[config.mk]
export PLATFORM = sky130hd
export DESIGN_NAME = serial_adder
export DESIGN_NICKNAME = d
export VERILOG_FILES = /design/src/rtl/serial_adder_pkg.sv /design/src/rtl/serial_adder_full_adder.sv /design/src/rtl/serial_adder.sv
export SDC_FILE = /design/constraint.sdc
export NUM_CORES = 1
export LEC_CHECK = 0
export CORE_MARGIN = 2
export CORE_UTILIZATION = 25
export CTS_BUF_LIST = sky130_fd_sc_hd__clkbuf_8
export DETAILED_ROUTE_END_ITERATION = 12
export GPL_ROUTABILITY_DRIVEN = 0
export GPL_TIMING_DRIVEN = 0
export PLACE_DENSITY_LB_ADDON = 0.3
export SYNTH_ARGS = -nofsm -noshare
export SYNTH_HDL_FRONTEND = slang
export SYNTH_SLANG_ARGS = --single-unit
[constraint.sdc]
create_clock -name clk -period 1.89 [get_ports clk]
set_input_delay 0.2835 -clock clk [delete_from_list [all_inputs] [get_ports clk]]
set_output_delay 0.2835 -clock clk [all_outputs]
set_load 0.01 [all_outputs]
[src/rtl/serial_adder_pkg.sv]
// Shared types and helpers for the bit-serial adder.
// Latency: n/a (declarations only).
// Backpressure: n/a.
package serial_adder_pkg;

    // Operation phases: load operands, shift one bit per clock, present the result.
    typedef enum logic [1:0] {
        IDLE = 2'd0,
        RUN  = 2'd1,
        DONE = 2'd2
    } state_t;

    localparam int unsigned SERIAL_ADDER_W_DEFAULT = 8;

    // Carry generation of a 1-bit full adder: true when two or more inputs are set.
    function automatic logic majority3(input logic x, input logic y, input logic z);
        return (x & y) | (x & z) | (y & z);
    endfunction

endpackage

[src/rtl/serial_adder_full_adder.sv]
// Single-bit full adder cell, the additive companion of the full-subtractor cell.
// Latency: combinational, zero cycles.
// Backpressure: none, pure function of its inputs.
module full_adder
    import serial_adder_pkg::*;
(
    input  logic a,
    input  logic b,
    input  logic ci,
    output logic s,
    output logic co
);

    // Sum is the parity of the three inputs, carry is their majority.
    always_comb begin
        s  = a ^ b ^ ci;
        co = majority3(a, b, ci);
    end

endmodule

[src/rtl/serial_adder.sv]
// Bit-serial W-bit adder: LSB-first through one full adder; signed overflow flag with SERIAL_ADDER_OVF_EN.
// Latency: W cycles from accept edge to out_valid; minimum initiation interval W+2 cycles.
// Backpressure: out_ready low holds the result indefinitely; in_ready is low from accept until the result is taken.
module serial_adder
    import serial_adder_pkg::*;
#(
    parameter int W = SERIAL_ADDER_W_DEFAULT
) (
    input  logic         clk,
    input  logic         rst,
    input  logic         in_valid,
    output logic         in_ready,
    input  logic [W-1:0] a,
    input  logic [W-1:0] b,
    input  logic         cin,
    output logic         out_valid,
    input  logic         out_ready,
    output logic [W-1:0] sum,
`ifdef SERIAL_ADDER_OVF_EN
    output logic         cout,
    output logic         ovf
`else
    output logic         cout
`endif
);

    // cnt indexes the bit being added; $clog2(W) bits is enough since it stops at W-1.
    localparam int              CNT_W    = (W > 1) ? $clog2(W) : 1;
    localparam logic [CNT_W-1:0] CNT_LAST = CNT_W'(W - 1);

    state_t             state;
    state_t             state_nxt;
    logic               accept;
    logic               run_last;
    logic               in_ready_q;

    logic [W-1:0]       a_sr;
    logic [W-1:0]       b_sr;
    logic [W-1:0]       sum_sr;
    logic               carry;
    logic [CNT_W-1:0]   cnt;

    logic               fa_s;
    logic               fa_co;

    // The one adder cell: consumes the current LSBs and the running carry.
    full_adder u_fa (
        .a  (a_sr[0]),
        .b  (b_sr[0]),
        .ci (carry),
        .s  (fa_s),
        .co (fa_co)
    );

    // State register; reset aborts any operation in flight.
    always_ff @(posedge clk) begin
        if (rst) begin
            state <= IDLE;
        end else begin
            state <= state_nxt;
        end
    end

    // Next-state decode and the accept / last-bit strobes.
    always_comb begin
        state_nxt = state;
        accept    = 1'b0;
        run_last  = 1'b0;
        case (state)
            IDLE: begin
                if (in_valid && in_ready_q) begin
                    accept    = 1'b1;
                    state_nxt = RUN;
                end
            end
            RUN: begin
                if (cnt == CNT_LAST) begin
                    run_last  = 1'b1;
                    state_nxt = DONE;
                end
            end
            DONE: begin
                if (out_ready) begin
                    state_nxt = IDLE;
                end
            end
            default: begin
                state_nxt = IDLE;
            end
        endcase
    end

    // in_ready is registered so it is low throughout reset and rises the cycle after release.
    always_ff @(posedge clk) begin
        if (rst) begin
            in_ready_q <= 1'b0;
        end else begin
            in_ready_q <= (state_nxt == IDLE);
        end
    end

    // Operand load on accept, then one shift/add step per RUN cycle.
    always_ff @(posedge clk) begin
        if (rst) begin
            a_sr   <= '0;
            b_sr   <= '0;
            sum_sr <= '0;
            carry  <= 1'b0;
            cnt    <= '0;
        end else if (accept) begin
            a_sr  <= a;
            b_sr  <= b;
            carry <= cin;
            cnt   <= '0;
        end else if (state == RUN) begin
            a_sr   <= a_sr >> 1;
            b_sr   <= b_sr >> 1;
            sum_sr <= {fa_s, sum_sr[W-1:1]};
            carry  <= fa_co;
            // Hold at the last index rather than wrapping back to zero.
            if (!run_last) begin
                cnt <= cnt + 1'b1;
            end
        end
    end

`ifdef SERIAL_ADDER_OVF_EN
    logic ovf_q;

    // Signed overflow: carry into the MSB differs from carry out of it.
    always_ff @(posedge clk) begin
        if (rst) begin
            ovf_q <= 1'b0;
        end else if (run_last) begin
            ovf_q <= carry ^ fa_co;
        end
    end

    assign ovf = ovf_q;
`endif

    assign in_ready  = in_ready_q;
    assign out_valid = (state == DONE);
    assign sum       = sum_sr;
    assign cout      = carry;

endmodule

==> out/metrics.csv, run 1 <==
metric,value,unit
yosys.area.top_type,dfxtp_1,
start_util,0.2634,
post_cts_buffers,0,
ioPinCount,32,
ant_nets,0,
place_area,0.001760,mm^2
synth_flop_cell,dfxtp_1,
cts-root-buf,clkbuf_8,
cp.required,1.61,ns
die_w,77.83,um
viasPerCell,4.486,
period_needed,1.711,ns
die_area,0.006057,mm^2
synthCells,151,
clock_latency,0.27,ns
vias,1162,
fin_cells,259,
ys_ff_latch,31,
multi_input_area,659.4,um^2
power-per-cell-area,785.2,mW/mm^2
power_frac_clock,0.356,
hold_path.class,flop to flop,
drt_iter0_markers,74,
antenna_found_initial,0,
cts.sink_count,31,
crit_path_max_fanout,8,
setup_viol,0,
synth_edf_count,0,
critical_path_class,flop to primary output,
io_buffers,31,
cts_buffer_depth,2,
synth_area_leaders,"dfxtp_1 46%, a211oi_2 9.2%, a21oi_1 9.2%, nand2_1 8.0%, nor2_1 4.1%",
cts_hold_buf,0,
cp-end-kind,primary output,
cts_buffers,5,
finalMaxSlewViolations,0,
ir_drop,0.0003023,V
antenna_cells,0,
post_route_cells_drive_above_1_share,0.1640,
grt_setup_unrepaired,false,
seq_area,620.6,um^2
cts_htree_levels,2,
hold_viol,0,
skew,0.005203,ns
cap_viol_max_count,0,
area.growth.synth_to_final,35.63,%
cts_tree,done,
cts.clk_slew.worst_paths,0.06,ns
worst_slew_pin_slew,0.7567,ns
synth_top_area_frac,0.4555,
synth_cell_types,23,
switching_share,0.2507,
dr.pass1.iters,4,
design_area,0.001848,mm^2
slew_headroom,0.4955,
grt_pass1_vias,1099,
pwr-share-seq,0.490,
nets,213,
yosysSeqAreaShare,0.4555,
rows,26,
grt_max_degree,11,
period_share,0.9053,
dpl.hpwl,2207,um
drc_errors,0,
syn_avg_cell_area,9.024,um^2
internal_power,1.087,mW
switchingPower,0.3638,mW
cp-start-kind,flop,
p_leak,0.6444,nW
dieHeight,77.83,um
grt_pass1_wl,5175,um
ctsResizeCount,0,
combPwrFrac,0.154,
max_freq,584.4,MHz
tns,0,ns
syn_area,0.001363,mm^2
status,finished clean,
nFillCells,542,
synth_fp_nets,175,
ys_warn_count,0,
wirelength,3109,um
core_area,0.005172,mm^2
synthArstFlopShare,0,
worstPathArrival,1.43,ns
grt.overflow.total,0,
post_drt_wl_per_cell,12.00,um
gr-usage-all-layers,0.1105,
dp.cells,252,
## worst max-delay path, cell delays in order, from the launching register on
cell and delay [ns]:
dfxtp_1 0.46, nor2b_1 0.16, clkdlybuf4s50_1 0.54
## cells in the final DEF, fill, tap and decap left out, types with 2 or more instances in the layout
cell type | Yosys | final
dfxtp_1 | 31 | 31
clkdlybuf4s50_1 | 0 | 31
nand2_1 | 29 | 29
a21oi_1 | 25 | 25
nor2_1 | 15 | 15
a211oi_2 | 10 | 10
buf_4 | 6 | 6
nand3_1 | 6 | 6
clkbuf_8 | 0 | 6
a22oi_1 | 5 | 5
clkbuf_1 | 3 | 3
nor3_2 | 3 | 3
buf_2 | 3 | 3
nor2b_1 | 2 | 2
mux2i_1 | 2 | 2
ha_1 | 2 | 2
## power by group through the flow
| stage | registers, mW | logic [mW] | clock network (mW) |
|---|---|---|---|
| finish | 0.711 | 0.223 | 0.517 |
| global route | 0.715 | 0.247 | 0.568 |
| CTS | 0.711 | 0.227 | 0.539 |
| detailed placement | 0.726 | 0.226 | 0 |
| global placement | 0.725 | 0.225 | 0 |
| floorplan | 0.722 | 0.141 | 0 |
## layout make-up
cell class | instances | area share
plain buffers | 13 | 0.04469
well taps | 70 | 0.04739
clock inverters | 1 | 0.002708
flip-flops and latches | 31 | 0.3358
multi-input cells | 107 | 0.3568
repair buffers | 31 | 0.1679
clock buffers | 6 | 0.04469
## layer usage
layer	up-vias	wire length, um	track usage
li1	596	-	-
met1	532	1521	0.1470
met2	29	1383	0.1655
met3	5	170	0.03488
met4	0	34	0.04286
met5	-	0	0
## per-stage QoR
| step | total power, mW | hold slack [ns] | setup slack (ns) | utilization |
|---|---|---|---|---|
| 3_3_place_gp | 0.9499 | 0.4460 | 0.2114 | 0.3403 |
| 6_report | 1.451 | 0.4586 | 0.1789 | 0.3573 |
| 4_1_cts | 1.477 | 0.4610 | 0.1673 | 0.3573 |
| 3_5_place_dp | 0.9514 | 0.4529 | 0.2118 | 0.3403 |
| 2_1_floorplan | 0.8630 | 0.3603 | 0.4758 | - |
| 5_1_grt | 1.530 | 0.4752 | 0.08933 | 0.3573 |
## path summary, 6_finish.rpt
| kind | cells past startpoint | startpoint | end | slack [ns] |
|---|---|---|---|---|
| min reg2reg | 2 | a_sr[4]$_SDFFE_PP0P_ | a_sr[3]$_SDFFE_PP0P_ | 0.46 |
| max reg2reg | 5 | cnt[0]$_SDFFE_PP0P_ | cnt[1]$_SDFFE_PP0P_ | 0.36 |
| max | 2 | state[1]$_SDFF_PP0_ | out_valid | 0.18 |
| min | 2 | a_sr[4]$_SDFFE_PP0P_ | a_sr[3]$_SDFFE_PP0P_ | 0.46 |
## state kept, by name, indices dropped and copies added, names as in the netlist
signal and count:
sum 8, in_ready 1, state 2, a_sr 8, cnt 3, b_sr 8
cout 1
## kinds of logic (layout without fill, tap and decap cells)
kind of cell	after synthesis	after routing	synth area share
muxes	2	2	0.01469
adders and majority gates	3	3	0.03306
and+or+nand+nor	59	59	0.2057
AOI/OAI and AO/OA	42	42	0.2241
buffers and inverters	13	51	0.06060
xor gates and xnor gates	1	1	0.006429
DFF	31	31	0.4555
## synthesized netlist by cell type (2+ instances only)
master / instances
dfxtp_1: 31
nand2_1: 29
a21oi_1: 25
nor2_1: 15
a211oi_2: 10
buf_4: 6
nand3_1: 6
a22oi_1: 5
buf_2: 3
clkbuf_1: 3
nor3_2: 3
ha_1: 2
mux2i_1: 2
nor2b_1: 2
Power figures use the tool's default switching activity.
==> inputs of run 2 (changes only) <==
--- a/config.mk
+++ b/config.mk
@@ -5,6 +5,8 @@
 export SDC_FILE = /design/constraint.sdc
 export NUM_CORES = 1
 export LEC_CHECK = 0
+export ABC_AREA = 1
+export CAP_MARGIN = 25
 export CORE_MARGIN = 2
 export CORE_UTILIZATION = 25
 export CTS_BUF_LIST = sky130_fd_sc_hd__clkbuf_8
==> constraint.sdc (replaced) <==
create_clock -name clk -period 2.1 [get_ports clk]
set_input_delay 0.315 -clock clk [delete_from_list [all_inputs] [get_ports clk]]
set_output_delay 0.315 -clock clk [all_outputs]
set_load 0.01 [all_outputs]
==> out/metrics.csv, run 2 <==
metric,value,unit,change
worstPathArrival,1.62,ns,+0.19 ns
worst_slew_pin_slew,0.5348,ns,-0.2220 ns
setup_slack,0.1625,ns,-0.01640 ns
power.total,1.429,mW,-1.5%
grt_max_degree,11,,unchanged
syn_area,0.001485,mm^2,+9.0%
synth_cell_types,22,,-4.3%
drc_errors,0,,unchanged
cap_viol_max_count,0,,unchanged
tns,0,ns,unchanged
synth_edf_count,0,,unchanged
post_drt_wl_per_cell,11.78,um,-1.8%
dr.pass1.iters,4,,unchanged
die_area,0.006573,mm^2,+8.5%
dpl.hpwl,2543,um,+15%
core_area,0.005816,mm^2,+12%
max_freq,516.1,MHz,
cts_htree_levels,2,,unchanged
critical_path_class,flop to primary output,,
finalMaxSlewViolations,0,,unchanged
nets,260,,+22%
grt_pass1_wl,6085,um,+18%
crit_path_max_fanout,10,,+2
post-synth-top-count-cell,nand2_1,,
ys_warn_count,0,,unchanged
ir_drop,0.0002243,V,-26%
synthArstFlopShare,0,,unchanged
fin_util,0.3406,,-0.01670
synth_top_area_frac,0.4179,,-0.03760
period_needed,1.937,ns,
cp-end-kind,primary output,,
cts.sink_count,31,,unchanged
hold_depth,2,,unchanged
synthCells,199,,+32%
antenna_cells,0,,unchanged
hold_viol,0,,unchanged
dieHeight,81.08,um,+4.2%
cts-root-buf,clkbuf_8,,
setup_viol,0,,unchanged
ioPinCount,32,,unchanged
slew_headroom,0.6435,,+0.1480
grt_pass1_vias,1292,,+18%
syn_avg_cell_area,7.463,um^2,-17%
area.growth.synth_to_final,33.36,%,
dp.cells,304,,+21%
rows,28,,+7.7%
dp_slack,0.2360,ns,+0.02415 ns
power-per-cell-area,721.5,mW/mm^2,-8.1%
vias,1405,,+21%
p_leak,0.8215,nW,+27%
start_util,0.2554,,-0.008047
cp.required,1.78,ns,+0.17 ns
status,finished clean,,
place_area,0.001879,mm^2,+6.8%
cts.clk_slew.worst_paths,0.06,ns,about the same
layout_common_cells,"37 x nand2_1, 30 x nor2_1, 30 x nand3_1, 30 x dfxtp_1, 30 x clkdlybuf4s50_1",,
viasPerCell,4.503,,+0.37%
yosysSeqAreaShare,0.4179,,-0.03760
holdWs,0.4347,ns,-0.02387 ns
skew,0.003187,ns,-0.002016 ns
gr-usage-all-layers,0.1222,,+0.01169
cts_buffer_depth,2,,unchanged
wirelength,3676,um,+18%
cp-start-kind,flop,,
post_cts_buffers,0,,unchanged
multi_input_area,740.7,um^2,+12%
seq_area,621.8,um^2,+0.20%
reg2reg_depth,6,,+1
grt.overflow.total,0,,unchanged
drt_iter0_markers,44,,-41%
ant_nets,0,,unchanged
design_area,0.001981,mm^2,+7.2%
synth_fp_nets,223,,+27%
synth_area_leaders,"dfxtp_1 42%, nand3_1 10%, nand2_1 9.4%, nor2_1 7.6%, a21oi_1 6.1%",,
synth_flop_cell,dfxtp_1,,
grt_setup_unrepaired,false,,
cts_buffers,5,,unchanged
ys_top_cells_by_count,"37 x nand2_1, 31 x dfxtp_1, 30 x nand3_1, 30 x nor2_1, 18 x a21oi_1",,
antenna_found_initial,0,,unchanged
clock_latency,0.28,ns,about the same
ys_ff_latch,31,,unchanged
hold_path.class,input pin to flop,,
fin_cells,312,,+20%
period_share,0.9226,,
die_w,81.08,um,+4.2%
mostFrequentLayoutCell,nand2_1,,
post_route_cells_drive_above_1_share,0.1097,,-0.05432
io_buffers,30,,-3.2%
yosys.area.top_type,dfxtp_1,,
nFillCells,653,,+20%
cts_tree,done,,
## run 2: cell count changes after synthesis, sizes merged, moves of 5 or more
cell    delta
nand2     +10
a22oi      -5
nand3     +24
nor2      +17
nand3b    +12
a21oi      -7
a211oi    -11
inv       +11
o21ai      +8
## run 2: timing repair
action | 4_1_cts | 5_1_grt
hold endpoints to repair | 0 | 0
gates resized for setup | 0 | 1
setup endpoints to repair | 0 | 1
hold buffers | 0 | 0
## run 2: path summary, 6_finish.rpt
| kind | end | slack, ns | startpoint |
|---|---|---|---|
| max | out_valid | 0.16 | state[1]$_SDFF_PP0_ |
| min | b_sr[7]$_SDFFE_PP0P_ | 0.43 | rst |
| max reg2reg | a_sr[4]$_SDFFE_PP0P_ | 0.69 | in_ready$_SDFF_PP0_ |
| min reg2reg | cnt[1]$_SDFFE_PP0P_ | 0.47 | cnt[1]$_SDFFE_PP0P_ |
## run 2: layer usage
metal | up-vias | wire [um] | global-route usage
met5 | - | 0 | 0
met4 | 0 | 45 | 0.05763
met3 | 6 | 186 | 0.03222
met2 | 40 | 1602 | 0.1769
met1 | 635 | 1841 | 0.1681
li1 | 724 | - | -
## run 2: logic make-up after synthesis
kind of cell	after synthesis	share of synthesized area
fa+ha+maj	3	0.03033
buf+inv	23	0.08340
simple gates	115	0.3757
compound gates	27	0.09268
flops	31	0.4179
## run 2: report_power, final
part	switching (mW)	total (mW)	internal, mW
Sequential	0.0254	0.657	0.631
Combinational	0.134	0.256	0.123
Clock	0.222	0.516	0.294
## run 2: cell type report
type | instances | share of cell area
Multi-Input combinational cell | 145 | 0.3740
Sequential cell | 31 | 0.3140
Timing Repair Buffer | 30 | 0.1516
Clock buffer | 7 | 0.04864
Tap cell | 75 | 0.04738
Buffer | 12 | 0.04169
Inverter | 11 | 0.02085
Clock inverter | 1 | 0.001895
## run 2: critical path, cell delays in order, from the launching register on
cell and delay, ns:
dfxtp_2 0.40, inv_1 0.10, buf_4 0.19, nor2_1 0.10, clkdlybuf4s50_1 0.54
